===== config.mk =====
export PLATFORM = sky130hd
export DESIGN_NAME = hs_pkt_receiver
export DESIGN_NICKNAME = d
export VERILOG_FILES = /design/src/rtl/hs_pkg.sv /design/src/rtl/hs_sync_fifo.sv /design/src/rtl/hs_pkt_receiver.sv
export SDC_FILE = /design/constraint.sdc
export NUM_CORES = 1
export LEC_CHECK = 0
export BUFFER_PORTS_ARGS = -buffer_cell sky130_fd_sc_hd__buf_2
export CAP_MARGIN = 20
export CORE_UTILIZATION = 35
export DETAILED_ROUTE_END_ITERATION = 12
export MAX_ROUTING_LAYER = met4
export PLACE_DENSITY_LB_ADDON = 0.2
export SLEW_MARGIN = 40
export SYNTH_ARGS = -nofsm -noshare
export SYNTH_HDL_FRONTEND = slang
export SYNTH_SLANG_ARGS = --single-unit

===== constraint.sdc =====
create_clock -name clk -period 2.1 [get_ports clk]
set_input_delay 0.105 -clock clk [delete_from_list [all_inputs] [get_ports clk]]
set_output_delay 0.105 -clock clk [all_outputs]
set_load 0.02 [all_outputs]

===== src/rtl/hs_pkg.sv =====
// Shared types and helpers for the hs packet receiver.
// Holds the FSM state type and the FIFO pointer-width helper.
package hs_pkg;

   typedef enum logic [1:0] {
      IDLE  = 2'd0,
      RECV  = 2'd1,
      DRAIN = 2'd2
   } hs_state_t;

   // One extra bit beyond the address so full and empty can be told apart
   function automatic int ptr_w(input int depth);
      return $clog2(depth) + 1;
   endfunction

endpackage


===== src/rtl/hs_sync_fifo.sv =====
// Synchronous FIFO with wrap-bit pointers for the packet receiver.
// Head data reads as zero while empty.
module hs_sync_fifo
   import hs_pkg::*;
#(
   parameter int WIDTH = 9,
   parameter int DEPTH = 4
) (
   input  logic             clk,
   input  logic             rst,
   input  logic             push,
   input  logic [WIDTH-1:0] wr_data,
   input  logic             pop,
   output logic [WIDTH-1:0] rd_data,
   output logic             full,
   output logic             empty
);

   localparam int PW = ptr_w(DEPTH);
   localparam int AW = PW - 1;
   localparam logic [PW-1:0] ONE = {{(PW-1){1'b0}}, 1'b1};

   logic [PW-1:0]    wr_ptr;
   logic [PW-1:0]    rd_ptr;
   logic [WIDTH-1:0] mem [DEPTH];
   logic             do_push;
   logic             do_pop;

   assign do_push = push && !full;
   assign do_pop  = pop && !empty;

   assign empty = (wr_ptr == rd_ptr);
   assign full  = (wr_ptr[AW] != rd_ptr[AW]) &&
                  (wr_ptr[AW-1:0] == rd_ptr[AW-1:0]);

   assign rd_data = empty ? '0 : mem[rd_ptr[AW-1:0]];

   always_ff @(posedge clk or negedge rst) begin
      if (!rst) begin
         wr_ptr <= '0;
         rd_ptr <= '0;
      end else begin
         if (do_push) wr_ptr <= wr_ptr + ONE;
         if (do_pop)  rd_ptr <= rd_ptr + ONE;
      end
   end

   always_ff @(posedge clk) begin
      if (do_push) mem[wr_ptr[AW-1:0]] <= wr_data;
   end

endmodule


===== src/rtl/hs_pkt_receiver.sv =====
// Valid/ready packet receiver: FIFO-buffered beats, length count, done pulse.
// Optional even-parity check on each beat when HS_RX_PARITY_EN is defined.
module hs_pkt_receiver
   import hs_pkg::*;
#(
   parameter int DATA_W = 8,
   parameter int DEPTH  = 4,
   parameter int LEN_W  = 8
) (
   input  logic              clk,
   input  logic              rst,
   input  logic              enable,
   input  logic              in_valid,
   output logic              in_ready,
   input  logic [DATA_W-1:0] in_data,
   input  logic              in_last,
`ifdef HS_RX_PARITY_EN
   input  logic              in_parity,
`endif
   output logic              out_valid,
   input  logic              out_ready,
   output logic [DATA_W-1:0] out_data,
   output logic              out_last,
   output logic              pkt_done,
   output logic [LEN_W-1:0]  pkt_len,
   output logic              len_ovf,
   output logic              par_err
);

   localparam int FW = DATA_W + 1;
   localparam logic [LEN_W-1:0] LEN_MAX = '1;

   hs_state_t state_q;
   hs_state_t state_d;

   logic          full;
   logic          empty;
   logic          push;
   logic          pop;
   logic          start;
   logic [FW-1:0] head;

   // in_ready depends only on registered state, never on out_ready
   assign in_ready  = (state_q == RECV) && !full;
   assign push      = in_valid && in_ready;
   assign out_valid = !empty;
   assign pop       = out_valid && out_ready;
   assign {out_last, out_data} = head;

   hs_sync_fifo #(
      .WIDTH (FW),
      .DEPTH (DEPTH)
   ) u_fifo (
      .clk     (clk),
      .rst     (rst),
      .push    (push),
      .wr_data ({in_last, in_data}),
      .pop     (pop),
      .rd_data (head),
      .full    (full),
      .empty   (empty)
   );

   always_ff @(posedge clk or negedge rst) begin
      if (!rst) state_q <= IDLE;
      else      state_q <= state_d;
   end

   always_comb begin
      state_d  = state_q;
      start    = 1'b0;
      pkt_done = 1'b0;
      unique case (state_q)
         IDLE: begin
            if (enable) begin
               state_d = RECV;
               start   = 1'b1;
            end
         end
         RECV: begin
            if (push && in_last) state_d = DRAIN;
         end
         DRAIN: begin
            if (pop && out_last) begin
               state_d  = IDLE;
               pkt_done = 1'b1;
            end
         end
         default: state_d = IDLE;
      endcase
   end

   always_ff @(posedge clk or negedge rst) begin
      if (!rst) begin
         pkt_len <= '0;
         len_ovf <= 1'b0;
      end else if (start) begin
         pkt_len <= '0;
         len_ovf <= 1'b0;
      end else if (push) begin
         if (pkt_len == LEN_MAX) len_ovf <= 1'b1;
         else                    pkt_len <= pkt_len + 1'b1;
      end
   end

`ifdef HS_RX_PARITY_EN
   logic par_bad;

   assign par_bad = push && (^{in_data, in_parity});

   always_ff @(posedge clk or negedge rst) begin
      if (!rst)         par_err <= 1'b0;
      else if (start)   par_err <= 1'b0;
      else if (par_bad) par_err <= 1'b1;
   end
`else
   assign par_err = 1'b0;
`endif

endmodule


After elaboration in Yosys (flattened, before gate mapping) --
Memories as Yosys holds them, arrays and structs flattened. Cells that the tools add are included.
Storage, ports and cells: output and inout bits 22, memory bits (writable) 36, memories 1, word-level logic and storage cells 52, register bits after elaboration 17
Operators by class: multiplexer cells 17, add/sub/neg operators 3, reduce and logical (&&, ||, !) cells 16, equality and inequality tests 10
Memories:
- u_fifo.mem | depth 4, width 9, read ports 1, clocked after memory_dff 0, wr ports 1, line hs_sync_fifo.sv:25 | logic [WIDTH-1:0] mem [DEPTH];
Operators by type and width (number):
- $mux W8 | 3
- $mux W1 | 9
- $mux W9 | 1
- $add A8 B1 Y8 const B | 1
- $eq A8 B8 Y1 const B | 1
- $logic_and A1 B1 Y1 | 8
- $add A3 B1 Y3 const B | 2
- $mux W2 | 3
- $ne A2 B2 Y1 const B | 3
- $pmux W2 S3 | 1
- $reduce_and A2 Y1 | 2
- $reduce_bool A2 Y1 | 2
- $eq A3 B3 Y1 | 1
- $reduce_and A3 Y1 | 1
- $eq A2 B1 Y1 const B | 1
- $eq A2 B2 Y1 | 1
- $eq A2 B2 Y1 const B | 1
- $logic_not A1 Y1 | 2
- $logic_not A2 Y1 | 1
- $ne A2 B1 Y1 const B | 1
- $ne A1 B1 Y1 | 1

Depth between registers and ports, before layout --
word-level depth 8, depth in mapped cells 5, gate-level depth less buffers 5

Hierarchy --
From an unflattened synthesis, not the netlist that was laid out.
Second synthesis, totals: cell total of the unflattened synthesis 164, area total of the unflattened synthesis 2489.9 um2
By module, submodules not included:
- hs_sync_fifo | times used 1, cells each 102, area each 1868.0 um2
- hs_pkt_receiver | times used 1, cells each 62, area each 621.8 um2

Worst setup path after synthesis --
OpenSTA, ideal clock, no wires.
path kind reg2reg, start reg u_fifo.wr_ptr[1], end mem u_fifo.mem[0][0] (enable), arrival time 1461 ps, clock period less this slack 1799 ps, library setup time 337 ps, slack 301 ps, cell stages (with the launch flop) 5, buffers on the path 1, path through dfrtp_1 xnor2_1 a31oi_1 clkbuf_1 and2_1
On the way: cells in the longest elaborated chain, start to end 8
Ends and longest elaborated chain:
- from (decl) | line hs_sync_fifo.sv:23 | logic [PW-1:0] wr_ptr;
- from (signal assigned) | line hs_sync_fifo.sv:43 | if (do_push) wr_ptr <= wr_ptr + ONE;
- $eq A2 B2 Y1 | line hs_sync_fifo.sv:34 | (wr_ptr[AW-1:0] == rd_ptr[AW-1:0]);
- $logic_and A1 B1 Y1 | line hs_sync_fifo.sv:33 | assign full = (wr_ptr[AW] != rd_ptr[AW]) &&
- $logic_not A1 Y1 | line hs_sync_fifo.sv:29, hs_pkt_receiver.sv:44
- $logic_and A1 B1 Y1 | line hs_pkt_receiver.sv:44 | assign in_ready = (state_q == RECV) && !full;
- $logic_and A1 B1 Y1 | line hs_pkt_receiver.sv:45 | assign push = in_valid && in_ready;
- $logic_and A1 B1 Y1 | line hs_sync_fifo.sv:29 | assign do_push = push && !full;
- $mux W1 | line hs_sync_fifo.sv:49 | if (do_push) mem[wr_ptr[AW-1:0]] <= wr_data;
- $mux W1 (not written as such) | line hs_sync_fifo.sv:49
- to (decl) | line hs_sync_fifo.sv:25
Several ways; a longest one is shown, not always the timed one.

Worst setup path after layout --
start reg u_fifo.wr_ptr[0], end out out_last
On the way: cells in the longest elaborated chain, start to end 2
Ends and longest elaborated chain:
- $eq A3 B3 Y1 | line hs_sync_fifo.sv:32 | assign empty = (wr_ptr == rd_ptr);
- $mux W9 | line hs_sync_fifo.sv:36 | assign rd_data = empty ? '0 : mem[rd_ptr[AW-1:0]];
- to (decl) | line hs_pkt_receiver.sv:23 | output logic out_last,
Every way passes these cells.

==> impl_metrics.json <==
{
  "drc_errors": 0,
  "syn_area_sq_um": 2300,
  "grt_usage_pct": 14.5,
  "reg2regPathDepth": 4,
  "die-area_sq_um": 6910,
  "layout-drive-gt1-share_pct": 34.2,
  "hold_viol_final": 0,
  "placed_cell_area_sq_um": 2620,
  "status": "finished clean",
  "avgRoutedWirePerCell_um": 15.9,
  "cpLargestDelayFamily": "buffers and inverters",
  "final_antenna_net_count": 0,
  "nets": 221,
  "hold_path_class": "input pin to flop",
  "synthAdderAreaFrac_pct": 3.26,
  "layout_commonest_cell": "edfxtp_1",
  "cts_made_buffers": 5,
  "crit_path_start_kind": "flop",
  "synth_top_family_by_area": "simple AND/OR/NAND/NOR gates",
  "critical_path.startpoint": "u_fifo.wr_ptr[0]",
  "io_pins": 36,
  "fill_cells": 557,
  "vdd_drop_max_v": 0.000639,
  "cpMostUsedCell": "buf_4",
  "rr_endpoint": "pkt_len[4]",
  "overflow": 0,
  "period_share_pct": 94.7,
  "avgSynthCellArea_sq_um": 15.2,
  "first_global_vias": 1452,
  "root_buffer": "clkbuf_8",
  "synth-edff-count": 36,
  "ys_async_sr_fraction_pct": 32.1,
  "max_stage_delay_ns": 0.44,
  "io_buffers": 34,
  "synth_ff_type": "edfxtp_1",
  "syn_to_final_growth_pct": 19.6,
  "drt_iter0_markers": 89,
  "synth_seq_cells": 53,
  "synth_top_area_share_pct": 46.9,
  "drt_wl_total_um": 4430,
  "path_class": "flop to output pin",
  "crit_cells": 6,
  "ys_top_cells_by_area": "edfxtp_1 47%, dfrtp_1 18%, mux4_2 8.8%",
  "crit_arrival_ns": 1.88,
  "synth.area.mux_share_pct": 10.3,
  "yosysTopAreaCell": "edfxtp_1",
  "crit_slowest_cell": "dfrtp_1",
  "synth_cell_types": 36,
  "holdWs_ns": 0.0164,
  "synthXorXnorAreaFrac_pct": 2.66,
  "worst_slew_pin_slew_ns": 0.575,
  "die_width_um": 83.1,
  "drv_cap": 0,
  "die_y_um": 83.1,
  "cts.sinks": 53,
  "slew_violations": 0,
  "cts.path.max_buffers": 2,
  "grt_max_degree": 20,
  "worstSetupEndpoint": "out_last",
  "most-common-layout-cells": "36 x edfxtp_1, 34 x buf_2, 17 x dfrtp_1, 13 x and2_1, 12 x buf_4",
  "synth_fp_nets": 172,
  "initial_utilization_pct": 36.3,
  "leakage_nw": 1.08,
  "syn-instance-count": 152,
  "core_area_sq_um": 6350,
  "cts_tree": "done",
  "fin_crit_ns": 1.99,
  "clk_pin_slew_ns": 0.10,
  "via_per_inst": 5.06,
  "skew_ns": 0.00660,
  "via_count": 1411,
  "r2r_slack_ns": 0.22,
  "max_freq_ghz": 0.503,
  "antenna-diode-count": 0,
  "dp_hpwl_um": 3180,
  "antenna_found_initial": 0,
  "clk_latency_ns": 0.31,
  "reg2reg_from": "u_fifo.wr_ptr[0]",
  "synth_compound_area_share_pct": 5.59,
  "cts_htree_levels": 2,
  "ys_warn_count": 0,
  "worstPathCellList": "xnor2_1 -> nand3b_1 -> buf_4 -> buf_4 -> and2_1 -> buf_2",
  "cellPowerDensity_nw_per_um2": 1360,
  "crit_buf_inv": 3,
  "setup_violations": 0,
  "total_power_w": 0.00374,
  "num_rows": 29,
  "synthSimpleGateAreaFrac_pct": 10.6,
  "firstDrtPassIters": 4,
  "final_cell_area_sq_um": 2760,
  "crit_path_end_kind": "output pin",
  "max-slew-margin-rel_pct": 61.5,
  "grt_pass1_wl_um": 7460,
  "routabilityCongestion": 0.811,
  "crit_required_ns": 2.00,
  "rsz0062_at_grt": "yes",
  "critPathMaxFanout": 6,
  "ys_seq_area_share_pct": 65.4
}
-- report_power, final --
group / internal, W / leakage, nW / total, W / switching, W
Clock: 0.000250 / 0.0506 / 0.000610 / 0.000360
Combinational: 0.000730 / 0.484 / 0.00167 / 0.000945
Sequential: 0.00133 / 0.546 / 0.00146 / 0.000123
Total: 0.00231 / 1.08 / 0.00374 / 0.00143
-- cell families after synthesis --
family,count (synthesis)
AO/OA/AOI/OAI,20
other,1
flip-flops,53
AND/OR/NAND/NOR,42
XOR/XNOR,7
buffers and inverters,11
adder cells (fa/ha/maj),6
multiplexers,12
-- area by class of cell --
type / count / area, sq um / area share [%]
sequential: 53 / 1510 / 54.7
multi-input combinational: 88 / 751 / 27.2
timing repair buffer: 49 / 290 / 10.5
tap: 77 / 96.3 / 3.50
clock buffer: 5 / 68.8 / 2.50
clock inverter: 3 / 28.8 / 1.04
inverter: 4 / 15.0 / 0.545
-- routing by layer --
layer | vias to the layer above | share of wire (%) | global-route usage, % | wire length, um
met4 | 0 | 1.5 | 5.17 | 65
met2 | 43 | 49 | 23.2 | 2180
met5 | - | 0 | - | 0
met1 | 691 | 46 | 18.8 | 2040
met3 | 7 | 3.1 | 2.68 | 139
li1 | 670 | - | - | -
-- state kept, by name, indices dropped and copies added (netlist names) --
register and count:
u_fifo.mem 36, len_ovf 1, u_fifo.rd_ptr 3, state_q 2, u_fifo.wr_ptr 3, pkt_len 8
-- cells in the mapped netlist (2+ instances only) --
library cell and n:
a21oi_1 7, a31oi_1 2, and2_1 13, buf_2 2, clkbuf_1 4, dfrtp_1 17
edfxtp_1 36, ha_1 6, inv_1 4, mux2_2 3, mux4_2 9, nand2_1 4
nand3_1 5, nand3b_1 2, nor2_1 4, nor2b_1 2, nor3b_1 2, o21ai_0 4
or2_2 2, or3_1 2, or4_1 2, xnor2_1 5, xor2_1 2
-- worst min path at each step --
stage | from | to | slack (ns) | cells after the start
after floorplan | rst | len_ovf | -0.19 | 0
after global placement | rst | pkt_len[5] | 0.05 | 1
after detailed placement | rst | pkt_len[3] | 0.06 | 1
after CTS | in_data[7] | u_fifo.mem[0][7] | 0.009 | 1
after global routing | in_data[3] | u_fifo.mem[1][3] | 0.009 | 1
final | in_data[7] | u_fifo.mem[0][7] | 0.02 | 1
-- what timing repair did --
action | 4_1_cts | 5_1_grt
hold buffers | 2 | 1
endpoints found under the setup margin | 0 | 6
buffers inserted | 0 | 1
gates resized for setup | 0 | 0
endpoints found under the hold margin | 21 | 1
-- metrics by stage --
step	setup WS (ns)	util [%]	setup TNS, ns	instances
2_1_floorplan	0.301	-	0	152
3_3_place_gp	0.268	41.3	0	267
3_5_place_dp	0.280	41.3	0	267
4_1_cts	0.0119	43.1	0	277
5_1_grt	-0.00651	43.4	-0.00651	279
6_report	0.112	43.4	0	279
No activity file was read; power rests on OpenSTA's default activity.
